==> config.mk <==
export PLATFORM = sky130hd
export DESIGN_NAME = key_debouncer
export DESIGN_NICKNAME = d
export VERILOG_FILES = /design/src/rtl/key_debouncer.sv
export SDC_FILE = /design/constraint.sdc
export NUM_CORES = 1
export LEC_CHECK = 0
export BUFFER_PORTS_ARGS = -buffer_cell sky130_fd_sc_hd__buf_2
export CELL_PAD_IN_SITES_DETAIL_PLACEMENT = 1
export CELL_PAD_IN_SITES_GLOBAL_PLACEMENT = 1
export CORE_MARGIN = 4
export CORE_UTILIZATION = 53
export CTS_BUF_LIST = sky130_fd_sc_hd__clkbuf_4 sky130_fd_sc_hd__clkbuf_8
export DETAILED_ROUTE_END_ITERATION = 8
export PLACE_DENSITY = 0.84
export RECOVER_POWER = 25
export SYNTH_ARGS = -nofsm -noshare
export SYNTH_HDL_FRONTEND = slang
export SYNTH_SLANG_ARGS = --single-unit
==> constraint.sdc <==
create_clock -name clk -period 3.63 [get_ports clk]
set_input_delay 0.5445 -clock clk [delete_from_list [all_inputs] [get_ports clk]]
set_output_delay 0.5445 -clock clk [all_outputs]
set_load 0.02 [all_outputs]
==> src/rtl/key_debouncer.sv <==
// Key front-end: 2-FF synchroniser per key, a shared prescaler tick and a per-key
// integrator that only lets keys_db follow after STABLE_CNT consecutive differing ticks.
module key_debouncer #(
  parameter int NKEYS      = 12,
  parameter int TICK_DIV   = 1000,
  parameter int STABLE_CNT = 4
) (
  input  logic             clk,
  input  logic             rstn,
  input  logic [NKEYS-1:0] keys_raw,
  output logic [NKEYS-1:0] keys_db,
  output logic [NKEYS-1:0] key_press,
  output logic [NKEYS-1:0] key_release,
  output logic             any_key
);

  localparam int PW = (TICK_DIV > 1) ? $clog2(TICK_DIV) : 1;
  localparam int CW = $clog2(STABLE_CNT + 1);
  localparam logic [PW-1:0] PS_LAST  = PW'(TICK_DIV - 1);
  localparam logic [PW-1:0] PS_ONE   = PW'(1);
  localparam logic [CW-1:0] CNT_LAST = CW'(STABLE_CNT - 1);
  localparam logic [CW-1:0] CNT_ONE  = CW'(1);

  logic [NKEYS-1:0]         sync1_r;
  logic [NKEYS-1:0]         sync_r;
  logic [PW-1:0]            ps_r;
  logic                     tick_r;
  logic [NKEYS-1:0][CW-1:0] cnt_r;
  logic [NKEYS-1:0][CW-1:0] cnt_nxt_s;
  logic [NKEYS-1:0]         db_nxt_s;
  logic [NKEYS-1:0]         flip_s;

  // Two-stage synchroniser; sync_r is the only consumer view of keys_raw.
  always_ff @(posedge clk or negedge rstn) begin
    if (!rstn) begin
      sync1_r <= '0;
      sync_r  <= '0;
    end else begin
      sync1_r <= keys_raw;
      sync_r  <= sync1_r;
    end
  end

  // Prescaler: tick_r is high for the one cycle following each wrap.
  always_ff @(posedge clk or negedge rstn) begin
    if (!rstn) begin
      ps_r   <= '0;
      tick_r <= 1'b0;
    end else if (ps_r == PS_LAST) begin
      ps_r   <= '0;
      tick_r <= 1'b1;
    end else begin
      ps_r   <= ps_r + PS_ONE;
      tick_r <= 1'b0;
    end
  end

  // Integrator next state; any tick that agrees with keys_db discards the partial count.
  always_comb begin
    cnt_nxt_s = cnt_r;
    db_nxt_s  = keys_db;
    flip_s    = '0;
    for (int i = 0; i < NKEYS; i++) begin
      if (!tick_r) begin
        cnt_nxt_s[i] = cnt_r[i];
      end else if (sync_r[i] == keys_db[i]) begin
        cnt_nxt_s[i] = '0;
      end else if (cnt_r[i] == CNT_LAST) begin
        cnt_nxt_s[i] = '0;
        db_nxt_s[i]  = sync_r[i];
        flip_s[i]    = 1'b1;
      end else begin
        cnt_nxt_s[i] = cnt_r[i] + CNT_ONE;
      end
    end
  end

  // Debounced state and edge pulses are registered together so pulses mark the new level.
  always_ff @(posedge clk or negedge rstn) begin
    if (!rstn) begin
      cnt_r       <= '0;
      keys_db     <= '0;
      key_press   <= '0;
      key_release <= '0;
      any_key     <= 1'b0;
    end else begin
      cnt_r       <= cnt_nxt_s;
      keys_db     <= db_nxt_s;
      key_press   <= flip_s & sync_r;
      key_release <= flip_s & ~sync_r;
      any_key     <= |db_nxt_s;
    end
  end

endmodule

# After elaboration in Yosys (flattened, before gate mapping)
# Cells that the tools add are included.
# word_totals
regBits	108
out_inout_bits	37
wordCells	160
# op_classes
addsub	13
n_eq_ne	25
mux	98
n_bitwise	3
n_reduce_logical	1
# ops
cell	n
two-way mux 1 bit	73
two-way mux 3 bit	24
adder 3 x 1 -> 3 bit, second input constant	12
equality test 3 x 2 -> 1 bit, second input constant	12
bitwise AND 12 bit	2
equality test 1 bit	12
NOT 12 bit	1
OR reduction 12 bit	1
adder 10 x 1 -> 10 bit, second input constant	1
equality test 10 bit, second input constant	1
two-way mux 10 bit	1

# Depth between registers and ports, before layout
# depth
word_depth	5
ltp_mapped	6

# Worst setup path after synthesis
# No wires, ideal clock.
# synth_path
kind	register to register
start	register cnt_r[30] (netlist name)
end	register any_key
t_arrival_ns	1.387
slack_ns	2.109
path_stages_with_launch	6
period_less_slack_ns	1.521
path_cell_list	dfrtp_1 > ha_1 > nand3b_1 > mux2_2 > nor4_2 > nand3_1
# synth_via
elab_chain_cells	5
# synth_rtl
item	line	text
start, declared	28	logic [NKEYS-1:0][CW-1:0] cnt_r;
start signal, assigned	87	cnt_r <= cnt_nxt_s;
equality test 3 x 2 -> 1 bit	68	end else if (cnt_r[i] == CNT_LAST) begin
two-way mux 1 bit	68	
two-way mux 1 bit	66	end else if (sync_r[i] == keys_db[i]) begin
two-way mux 1 bit	64	if (!tick_r) begin
net db_nxt_s[10]	30	logic [NKEYS-1:0] db_nxt_s;
OR reduction 12 bit	91	any_key <= |db_nxt_s;
end signal, assigned	91	
end, declared	14	output logic any_key
# The timed path passes the listed nets, and every way through them passes these cells.
# A chain may end at the register's enable or synchronous reset.

# Worst setup path in the final report
# layout_path
start	register tick_r
end	register any_key
# layout_via
elab_chain_cells	2
elab_cells_between_ends	13
cone_classes	mux (12); reduce/logical (1)
# layout_rtl
item	line	text
start, declared	27	logic tick_r;
start signal, assigned	48	tick_r <= 1'b0;
start signal, assigned	51	tick_r <= 1'b1;
start signal, assigned	54	tick_r <= 1'b0;
two-way mux 1 bit	64	
net db_nxt_s[4]	30	
OR reduction 12 bit	91	
# The timed path passes the listed nets, and every way through them passes these cells.

==> flow_metrics.py <==
metrics = {
    "pwr": {
        "power_density_mw_per_mm2": 414,
        "static-leakage-power_nw": 2.55,
        "irDropWorstVdd_mv": 0.236,
        "total_power_mw": 2.01,
    },
    "clocking": {
        "cts_tree": "yes",
        "postCtsSetupBuffers": 0,
        "clock_latency_ps": 370,
        "clock-root-buffer": "clkbuf_8",
        "cts_max_path_buffers": 2,
        "hold_buffers": 0,
        "clock_edge_transition_at_the_registers_on_the_reported_setup_and_hold_paths_ps": 100,
        "h-tree-depth": 3,
        "tritoncts_num_sinks": 108,
        "tritoncts.num_buffers": 9,
        "cts_resized": 0,
    },
    "global_route": {
        "grt.overflow.total": 0,
        "grt_pass1_vias": 3064,
        "groute.usage.overall_pct": 19.1,
        "grt_first_pass_wirelength_mm": 14.7,
        "antenna_found_initial": 0,
        "maximum_number_of_pins_on_one_net_before_global_route_repair": 52,
    },
    "drt": {
        "detailedRoute.firstPassIterationCount": 4,
        "drt_wl_total_mm": 8.25,
        "vias": 2630,
        "antenna_violating_nets_left": 0,
        "wl_per_cell_um": 16.7,
        "violation_count_after_the_first_detailed_routing_iteration": 35,
        "via_per_inst": 5.31,
        "detail_route.drc_violations": 0,
    },
    "hold_path": {
        "timing.hold.worst.class": "in2async",
    },
    "die": {
        "floorplan.io_pins": 51,
        "die_area_mm2": 0.00958,
        "initial_cell_density_of_the_core_pct": 54.8,
        "core_mm2": 0.00781,
        "die_h_um": 97.9,
        "number_of_core_rows": 32,
        "die-width_um": 97.9,
    },
    "worst_setup_path": {
        "cpPeakStageDelay_ps": 840,
        "worst_path_dominant_cell_family": "flip-flops",
        "worstPathRequired_ps": 3860,
        "worst_r2r_startpoint": "tick_r",
        "r2r_setup_slack_ps": 1440,
        "critPathKind": "reg2reg",
        "critical_path.n_buffers_inverters": 1,
        "crit_path_end_kind": "flop",
        "path_max_fanout": 38,
        "worstReg2RegEnd": "any_key",
        "rr_worst_depth": 5,
        "arrival_ps": 2420,
        "worstPathCellList": "buf_4 -> nand3b_4 -> mux2_4 -> nor4_2 -> nand3_1",
        "critPathSlowestCell": "dfrtp_2",
        "cp-start-kind": "flop",
    },
    "timing": {
        "worst-slew-pin-transition_ps": 711,
        "final-max-slew-violation-count": 0,
        "hold-worst-slack_ps": 185,
        "final-setup-viol-count": 0,
        "finalWorstPathRequiredPeriod_ps": 2190,
        "grt_setup_unrepaired": "no",
        "setup-tns-final_ps": 0,
        "timing.final.hold_violations": 0,
        "achievable_freq_ghz": 0.458,
        "finalWorstSetupSlack_ps": 1440,
        "fin_crit_sh_pct": 60.2,
        "clock_skew_ps": 9.12,
        "max_slew_margin_pct": 52.6,
    },
    "synthesis": {
        "ys_async_sr_fraction_pct": 100,
        "synth.top_cell.area_share_pct": 63.2,
        "synth_area_mm2": 0.00428,
        "synth.area.top_cells": "dfrtp_1 63%, mux2_2 5.3%, nor3b_1 4.2%, ha_1 3.8%, xor2_1 2.7%",
        "synthDistinctLibCells": 36,
        "syn_nets": 357,
        "synth.ff_latch_count": 108,
        "ys.warnings.count": 0,
        "post-synth-top-count-cell": "dfrtp_1",
        "synth-main-ff-cell": "dfrtp_1",
        "ys_top_cells_by_count": "108 x dfrtp_1, 25 x inv_1, 24 x nor3b_1, 23 x nand2_1, 20 x mux2_2",
        "synth_enable_flop_cells": 0,
        "synth_sequential_area_ratio_pct": 63.2,
        "postSynthAreaPerCell_um2": 13.0,
        "leading_area_contributor_after_synthesis": "dfrtp_1",
        "syn_inst": 330,
    },
    "outcome": {
        "outcome": "completed",
    },
    "final_layout": {
        "post_layout_nonfiller_instances": 495,
        "finish.net_count": 416,
        "drive_above_1_share_pct": 25.7,
        "area.growth.synth_to_final_pct": 13.4,
        "ant_cells": 0,
    },
    "placement": {
        "final_estimated_routing_congestion_in_global_placement": 0.728,
        "port_buffers": 50,
        "place_ws_ps": 1480,
        "dpl.hpwl_mm": 5.88,
        "dp_cells": 480,
    },
    "job": {
        "maxCapViolations": 0,
    },
}
-- registers in the layout, summed over array words and instances, names as in the netlist --
register,flops
key_release,12
cnt_r,36
sync1_r,12
key_press,12
any_key,1
sync_r,12
keys_db,12
tick_r,1
ps_r,10
-- metrics by stage --
stage               instance area [um^2]  utilization, %
floorplan                           4280               -
global placement                    4650            59.6
detailed placement                  4650            59.6
CTS                                 4850            62.1
global route                        4850            62.1
finish                              4850            62.1
-- area by class of cell --
class | instances | area, um^2
Clock buffer | 9 | 124
Clock inverter | 6 | 75.1
Fill cell | 819 | 2960
Inverter | 25 | 93.8
Multi-Input combinational cell | 190 | 1440
Sequential cell | 108 | 2700
Tap cell | 102 | 128
Timing Repair Buffer | 55 | 290
-- metal layers --
metal  global-route usage [%]  routed length [um]  vias up
li1                         -                   -     1235
met3                     4.71                 299       14
met1                     22.4                3410     1333
met5                        0                   0        -
met4                     6.92                 153        0
met2                     34.1                4380       48
-- worst max path at each step --
| stage | start | to | slack, ps | cells past startpoint |
|---|---|---|---|---|
| 2_1_floorplan | cnt_r[30] | any_key | 2110 | 5 |
| 3_3_place_gp | tick_r | any_key | 1550 | 5 |
| 3_5_place_dp | tick_r | any_key | 1480 | 5 |
| 4_1_cts | tick_r | any_key | 1460 | 5 |
| 5_1_grt | tick_r | any_key | 1300 | 5 |
| 6_report | tick_r | any_key | 1440 | 5 |
-- power by group --
part | switching, mW | internal (mW)
Combinational | 0.0352 | 0.0162
Clock | 0.407 | 0.324
Sequential | 0.0100 | 1.22
Total | 0.452 | 1.56
-- logic make-up after synthesis --
kind of cell | Yosys count | share of synthesized area, %
AO/OA/AOI/OAI | 40 | 5.91
XOR/XNOR | 19 | 3.89
adder cells (fa/ha/maj) | 13 | 3.80
buffers and inverters | 32 | 3.27
flip-flops | 108 | 63.2
multiplexers | 22 | 5.97
AND/OR/NAND/NOR | 96 | 14.0
-- layout by cell type, fill, tap and decap left out, types with 2 or more instances in the layout --
cell,count
mux2_4,2
nor2_1,18
clkinv_4,3
inv_1,25
nor4_2,2
o21ai_0,12
dfrtp_1,107
clkbuf_8,9
nand3b_1,7
xnor2_1,6
nor3_1,2
o21a_1,2
nand3b_2,2
and3_1,3
o22ai_1,13
nand2_1,23
nand3_1,4
buf_2,49
nand3b_4,3
a21o_1,2
ha_1,13
mux2_2,20
nor3b_1,24
a21boi_0,9
buf_4,6
xor2_1,13
No activity file was read; power rests on OpenSTA's default activity.
